==> config.mk <==
export PLATFORM = sky130hd
export DESIGN_NAME = seq_addsub_unit
export DESIGN_NICKNAME = d
export VERILOG_FILES = /design/src/rtl/seq_addsub_pkg.sv /design/src/rtl/seq_addsub_unit_chunk_adder.sv /design/src/rtl/seq_addsub_unit.sv
export SDC_FILE = /design/constraint.sdc
export NUM_CORES = 1
export LEC_CHECK = 0
export ABC_CLOCK_PERIOD_IN_PS = 5800
export BUFFER_PORTS_ARGS = -buffer_cell sky130_fd_sc_hd__buf_2
export CAP_MARGIN = 20
export CORE_AREA = 2 2 101 103
export DETAILED_ROUTE_END_ITERATION = 6
export DIE_AREA = 0 0 103 105
export HOLD_SLACK_MARGIN = 0.1
export PLACE_DENSITY = 0.79
export SYNTH_ARGS = -nofsm -noshare
export SYNTH_HDL_FRONTEND = slang
export SYNTH_HIERARCHICAL = 1
export SYNTH_SLANG_ARGS = --single-unit
==> constraint.sdc <==
create_clock -name clk -period 5.8 [get_ports clk]
set_input_delay 0.58 -clock clk [delete_from_list [all_inputs] [get_ports clk]]
set_output_delay 0.58 -clock clk [all_outputs]
set_load 0.01 [all_outputs]
==> src/rtl/seq_addsub_pkg.sv <==
// Shared types and helpers for the chunked sequential adder/subtractor.
// Pure declarations: no state and no latency of its own.
// No flow control lives here.
package seq_addsub_pkg;

  typedef enum logic [1:0] {
    IDLE = 2'd0,
    RUN  = 2'd1,
    DONE = 2'd2
  } state_e;

  localparam logic OP_ADD = 1'b0;
  localparam logic OP_SUB = 1'b1;

  // Number of ripple passes needed to cover the whole operand.
  function automatic int nchunk(input int width, input int chunk);
    return width / chunk;
  endfunction

  // Chunk counter width; at least one bit even for a single-pass config.
  function automatic int cnt_width(input int n);
    return (n > 1) ? $clog2(n) : 1;
  endfunction

endpackage

==> src/rtl/seq_addsub_unit_chunk_adder.sv <==
// One CHUNK-bit ripple slice: s_c = a_c + b_c + cin.
// Combinational, zero latency.
// No flow control; the enclosing unit sequences it.
module chunk_adder #(
  parameter int CHUNK = 8
) (
  input  logic [CHUNK-1:0] a_c,
  input  logic [CHUNK-1:0] b_c,
  input  logic             cin,
  output logic [CHUNK-1:0] s_c,
  output logic             cout,
  output logic             c_msb_in
);

  logic [CHUNK:0] full;

  // Widened add so the carry out falls into the extra top bit.
  assign full = {1'b0, a_c} + {1'b0, b_c} + {{CHUNK{1'b0}}, cin};

  assign s_c  = full[CHUNK-1:0];
  assign cout = full[CHUNK];
  // The MSB sum bit is a^b^carry_in, so the carry into it can be recovered.
  assign c_msb_in = s_c[CHUNK-1] ^ a_c[CHUNK-1] ^ b_c[CHUNK-1];

endmodule

==> src/rtl/seq_addsub_unit.sv <==
// Multi-cycle WIDTH-bit add/subtract through one shared CHUNK-bit ripple slice.
// Latency: WIDTH/CHUNK cycles from accept to out_valid; one op per WIDTH/CHUNK+2 cycles.
// Backpressure: result and flags held in DONE until out_ready; in_ready only in IDLE.
module seq_addsub_unit
  import seq_addsub_pkg::*;
#(
  parameter int WIDTH = 32,
  parameter int CHUNK = 8
) (
  input  logic             clk,
  input  logic             rst_n,
  input  logic             in_valid,
  output logic             in_ready,
  input  logic [WIDTH-1:0] a,
  input  logic [WIDTH-1:0] b,
  input  logic             sub,
  input  logic             cin,
  output logic             out_valid,
  input  logic             out_ready,
  output logic [WIDTH-1:0] sum,
  output logic             cout,
  output logic             ovf,
  output logic             zero
);

  localparam int NCHUNK = nchunk(WIDTH, CHUNK);
  localparam int CW     = cnt_width(NCHUNK);
  localparam logic [CW-1:0] LAST = CW'(NCHUNK - 1);

  if ((CHUNK < 1) || (CHUNK > WIDTH) || ((WIDTH % CHUNK) != 0)) begin : g_bad_cfg
    $error("seq_addsub_unit: WIDTH must be a positive multiple of CHUNK");
  end

  state_e           state_q;
  logic [CW-1:0]    cnt_q;
  logic             carry_q;
  logic [WIDTH-1:0] a_q;
  logic [WIDTH-1:0] b_q;
  logic [WIDTH-1:0] sum_q;
  logic             cout_q;
  logic             ovf_q;
  logic             zero_q;

  logic [CHUNK-1:0] a_c;
  logic [CHUNK-1:0] b_c;
  logic [CHUNK-1:0] s_c;
  logic             c_out;
  logic             c_msb;
  logic [WIDTH-1:0] sum_d;

  // Route the chunk selected by the counter into the shared slice.
  always_comb begin
    a_c = '0;
    b_c = '0;
    for (int k = 0; k < NCHUNK; k++) begin
      if (cnt_q == CW'(k)) begin
        a_c = a_q[k*CHUNK +: CHUNK];
        b_c = b_q[k*CHUNK +: CHUNK];
      end
    end
  end

  chunk_adder #(.CHUNK(CHUNK)) u_slice (
    .a_c      (a_c),
    .b_c      (b_c),
    .cin      (carry_q),
    .s_c      (s_c),
    .cout     (c_out),
    .c_msb_in (c_msb)
  );

  // Result with the current chunk merged in, so zero sees the full word on the last pass.
  always_comb begin
    sum_d = sum_q;
    for (int k = 0; k < NCHUNK; k++) begin
      if (cnt_q == CW'(k)) begin
        sum_d[k*CHUNK +: CHUNK] = s_c;
      end
    end
  end

  // Control FSM plus operand, carry and result registers.
  always_ff @(posedge clk or negedge rst_n) begin
    if (!rst_n) begin
      state_q <= IDLE;
      cnt_q   <= '0;
      carry_q <= 1'b0;
      a_q     <= '0;
      b_q     <= '0;
      sum_q   <= '0;
      cout_q  <= 1'b0;
      ovf_q   <= 1'b0;
      zero_q  <= 1'b0;
    end else begin
      case (state_q)
        IDLE: begin
          if (in_valid) begin
            a_q     <= a;
            b_q     <= (sub == OP_SUB) ? ~b : b;
            carry_q <= cin;
            cnt_q   <= '0;
            state_q <= RUN;
          end
        end
        RUN: begin
          sum_q   <= sum_d;
          carry_q <= c_out;
          if (cnt_q == LAST) begin
            cout_q  <= c_out;
            ovf_q   <= c_msb ^ c_out;
            zero_q  <= ~|sum_d;
            state_q <= DONE;
          end else begin
            cnt_q <= cnt_q + CW'(1);
          end
        end
        DONE: begin
          if (out_ready) begin
            state_q <= IDLE;
          end
        end
        default: state_q <= IDLE;
      endcase
    end
  end

  assign in_ready  = (state_q == IDLE);
  assign out_valid = (state_q == DONE);
  assign sum       = sum_q;
  assign cout      = cout_q;
  assign ovf       = ovf_q;
  assign zero      = zero_q;

endmodule

======== Word level (Yosys, flattened, before mapping) ========
Index checks and enable logic that the tools add are counted.
word-level totals
  register bits after elaboration ......... 104
  logic and storage cells ................. 57
operators by class
  add/subtract/negate cells ............... 3
  equal/unequal tests ..................... 9
  muxes and demuxes ....................... 22
  bitwise gates (word level) .............. 4
  reductions and logical operators ........ 10
operators by type and width
  operator             count
  $mux 8               12
  $mux 32              1
  $not 32->32          1
  $reduce_or 32->1     1
  $mux 2               5
  $add 8x8->9          1
  $add 9x1->9          1
  $eq 2x2->1 const B   3
  $ne 2x2->1 const B   3
  $pmux 2 s3           1
  $reduce_and 2->1     3
  $reduce_and 3->1     2
  $eq 2x1->1 const B   2
  $logic_not 2->1      2
  $pmux 2 s2           1
  $xor 1x1->1          3
  $add 2x1->2 const B  1
  $ne 2x1->1 const B   1
  $pmux 1 s2           1
  $reduce_bool 2->1    1
  $logic_not 1->1      1
  $mux 1               1

======== Depth between registers and ports, before layout ========
  word-level depth ........................ 10
  mapped depth ............................ 17
  gate-level depth less buffers ........... 16

======== Cells and area by module ========
The synthesis kept the hierarchy.
by module, submodules not included
  module           instances  cells each  area an instance (µm²)
  seq_addsub_unit  1          428         4889.7
  chunk_adder      1          44          376.6

======== Worst setup path before layout ========
OpenSTA, ideal clock, no wires.
  path type ............................... reg2reg
  start point ............................. reg cnt_q[0]
  end point ............................... reg zero_q (netlist: zero)
  setup time .............................. 68 ps
  arrival ................................. 4057 ps
  slack ................................... 1675 ps
  cell stages (with the launch flop) ...... 17
  buffers on the path ..................... 2
  cell sequence ........................... dfrtp_1 -> inv_1 -> ha_1 -> clkbuf_1 -> nor2b_1 -> clkbuf_1 -> a221oi_1 -> o31ai_1 -> fa_1 -> fa_1 -> a21o_2 -> a21oi_1 -> or4b_1 -> o2111ai_1 -> or3_1 -> a2111oi_4 -> a32o_1
on the way
  cells in the longest elaborated chain, start to end .. 10
  elaborated cells on any way between the ends .. 21
RTL lines
  element                   line                               source
  start: declaration        seq_addsub_unit.sv:35              logic [CW-1:0] cnt_q;
  start signal: assignment  seq_addsub_unit.sv:114             cnt_q <= cnt_q + CW'(1);
  $logic_not 2->1           seq_addsub_unit.sv:56              if (cnt_q == CW'(k)) begin
  $mux 8 (3 in a row)       seq_addsub_unit.sv:56
  $mux 8 (*)                seq_addsub_unit.sv:56
  net b_c[0]                seq_addsub_unit.sv:45              logic [CHUNK-1:0] b_c;
  $add 8x8->9 (*)           seq_addsub_unit_chunk_adder.sv:18  assign full = {1'b0, a_c} + {1'b0, b_c} + {{CHUNK{1'b0}}, cin};
  $add 9x1->9 (*)           seq_addsub_unit_chunk_adder.sv:18
  net s_c[6]                seq_addsub_unit.sv:46              logic [CHUNK-1:0] s_c;
  $mux 8                    seq_addsub_unit.sv:76              if (cnt_q == CW'(k)) begin
  $reduce_or 32->1 (*)      seq_addsub_unit.sv:111             zero_q <= ~|sum_d;
  $logic_not 1->1 (*)       seq_addsub_unit.sv:111
  end signal: assignment    seq_addsub_unit.sv:111
  end: declaration          seq_addsub_unit.sv:42              logic zero_q;
Mark *: on every way through the listed nets, which the timed path passes. The rest lies on a longest branch.
A chain may end at the register's enable or synchronous reset.

======== Worst setup path after layout ========
  start point ............................. reg cnt_q[1]
  end point ............................... reg zero_q (netlist: zero)
Same word-level chain as after synthesis.

==> metrics.yaml <==
status: "finished clean"
avgSynthCellArea_sq_um: 11.16
fin_crit_ns: 4.562
critPathRequiredTime_ns: 6.10
cap_viol_max_count: 0
critPathKind: "flop to flop"
start_util_pct: 54.63
wl_per_cell_um: 17.27
ant_nets: 0
yosys_warnings: 6
die_y_um: 105
cts_htree_levels: 3
fmax_mhz: 219.2
finClkSkew_ns: 0.01059
post_cts_resize_count: 0
holdBufCountCts: 0
vias_per_cell: 5.613
core_area_sq_um: 9639
rsz0062_at_grt: "false"
synth_nets: 555
boundaryPins: 107
syn2layout_area_growth_pct: 15.42
die_x_um: 103
numPortBuffers: 106
endpoint_kind: "flop"
reg2reg_slack_ns: 1.24
final_area_sq_um: 6078
antenna_found_initial: 0
gp_congestion: 0.9445
synth-seq-area-share_pct: 49.42
post_cts_buffers: 0
num_antenna_cells: 0
hold_class: "input port to asynchronous set/reset pin"
cts.clk_slew.worst_paths_ns: 0.10
cts-buffers-inserted: 9
drive_gt1_share_pct: 35.09
r2r_start: "cnt_q[1]"
grt_overflow: 0
grt_usage_pct: 23.33
ys.flop_type: "dfrtp_1"
cts_num_sinks: 104
fp-row-count: 36
critical_path.startpoint: "cnt_q[1]"
critPathMaxFanout: 25
yosysUniqueCellTypes: 48
async_flop_share_pct: 100.0
nets: 648
synth-edff-count: 0
whs_ns: 0.2014
clkLatencyLatePin_ns: 0.37
drv_slew: 0
start_kind: "flop"
firstDrtPassIters: 4
clockBufferDepth: 2
layout_common_cells: "buf_2 (105), dfrtp_1 (104), mux2_2 (63), a21oi_1 (41), nor2_1 (41)"
worst_slew_pin_slew_ns: 0.9008
fillers: 827
final_common_cell: "buf_2"
grt_max_degree: 91
setup_viol: 0
drc: 0
cts_tree: "done"
dp_hpwl_mm: 9.088
die_area_sq_um: 10820
placed_area_sq_um: 5898
tns_ns: 0
wl_mm: 12.14
postSynthCellCount: 472
arrival_ns: 4.86
clock-root-buffer: "clkbuf_8"
slew_headroom_pct: 39.95
finalHoldViolCount: 0
grt_pass1_vias: 3964
vias: 3946
fin_crit_sh_pct: 78.65
synth_area_sq_um: 5266
ys_ff_latch: 104
grt_pass1_wl_mm: 19.55
first_iter_violations: 172
==> worst max-delay path: stages (launching register included) <==
cell	delay, ns
dfrtp_1	0.43
inv_1	0.11
ha_1	0.15
buf_4	0.25
nor2b_1	0.08
buf_4	0.19
a221oi_1	0.26
o31ai_1	0.12
fa_1	0.47
fa_1	0.43
a21o_2	0.23
a21oi_1	0.30
or4b_1	0.17
o2111ai_1	0.27
or3_1	0.52
o22ai_1	0.19
and3_1	0.18
a32o_1	0.15
==> registers in the layout (all words and copies together), names as in the netlist <==
name     count
sum         32
a_q         32
ovf          1
cnt_q        2
cout         1
b_q         32
state_q      2
carry_q      1
zero         1
==> logic make-up (layout without fill, tap and decap cells) <==
family | after synthesis | in the layout | share of synthesized area [%]
adders and majority gates | 13 | 13 | 3.374
AOI/OAI and AO/OA | 99 | 99 | 12.88
muxes | 68 | 68 | 14.49
buffers and inverters | 38 | 136 | 2.732
and+or+nand+nor | 111 | 111 | 10.36
DFF | 104 | 104 | 49.42
xor gates and xnor gates | 39 | 39 | 6.747
==> path summary, 6_finish.rpt <==
path                            depth (start not counted)          to
worst max-delay path                                   17        zero
worst min-delay path                                    1        cout
worst max register to register                         17        zero
worst min register to register                          2         ovf
max in group asynchronous                               2     b_q[12]
min in group clk                                        2  state_q[1]
==> layer usage <==
layer / share of wire (%) / track usage, % / routed length (um) / vias to the layer above
met4: 2.8 / 7.895 / 337 / 0
met2: 49 / 38.64 / 5977 / 126
met3: 4.4 / 4.147 / 538 / 28
li1: - / - / - / 1864
met1: 44 / 30.64 / 5287 / 1928
met5: 0 / 0 / 0 / -
==> per-stage QoR <==
| stage | setup slack [ns] | instances | util [%] |
|---|---|---|---|
| after floorplan | 1.675 | 472 | - |
| after global placement | 1.496 | 687 | 61.19 |
| after detailed placement | 1.325 | 687 | 61.19 |
| after CTS | 1.291 | 703 | 63.06 |
| after global routing | 0.9478 | 703 | 63.06 |
| final | 1.238 | 703 | 63.06 |
==> Yosys cell counts, types with 6 or more instances <==
master    count  area share, %
a21oi_1      41            3.9
a221oi_1     15            2.5
clkbuf_1     24            1.7
dfrtp_1     104             49
ha_1         11            2.6
inv_1         8           0.57
mux2_2       63             13
nand2_1      25            1.8
nor2_1       41            2.9
nor2b_1      17            2.0
nor3_1        6           0.57
o21ai_0       6           0.57
o31ai_1      15            2.1
xnor2_1      36            6.0
==> area by class of cell <==
| class | instances | area, sq um | share of cell area [%] |
|---|---|---|---|
| Sequential cell | 104 | 2603 | 42.82 |
| Multi-Input combinational cell | 330 | 2521 | 41.48 |
| Timing Repair Buffer | 112 | 578.1 | 9.510 |
| Tap cell | 133 | 166.4 | 2.738 |
| Clock buffer | 10 | 137.6 | 2.264 |
| Clock inverter | 6 | 42.54 | 0.6999 |
| Inverter | 8 | 30.03 | 0.4940 |
Power is not shown: default switching activity piles up to over one toggle a cycle in this logic, so the estimate is an artifact.
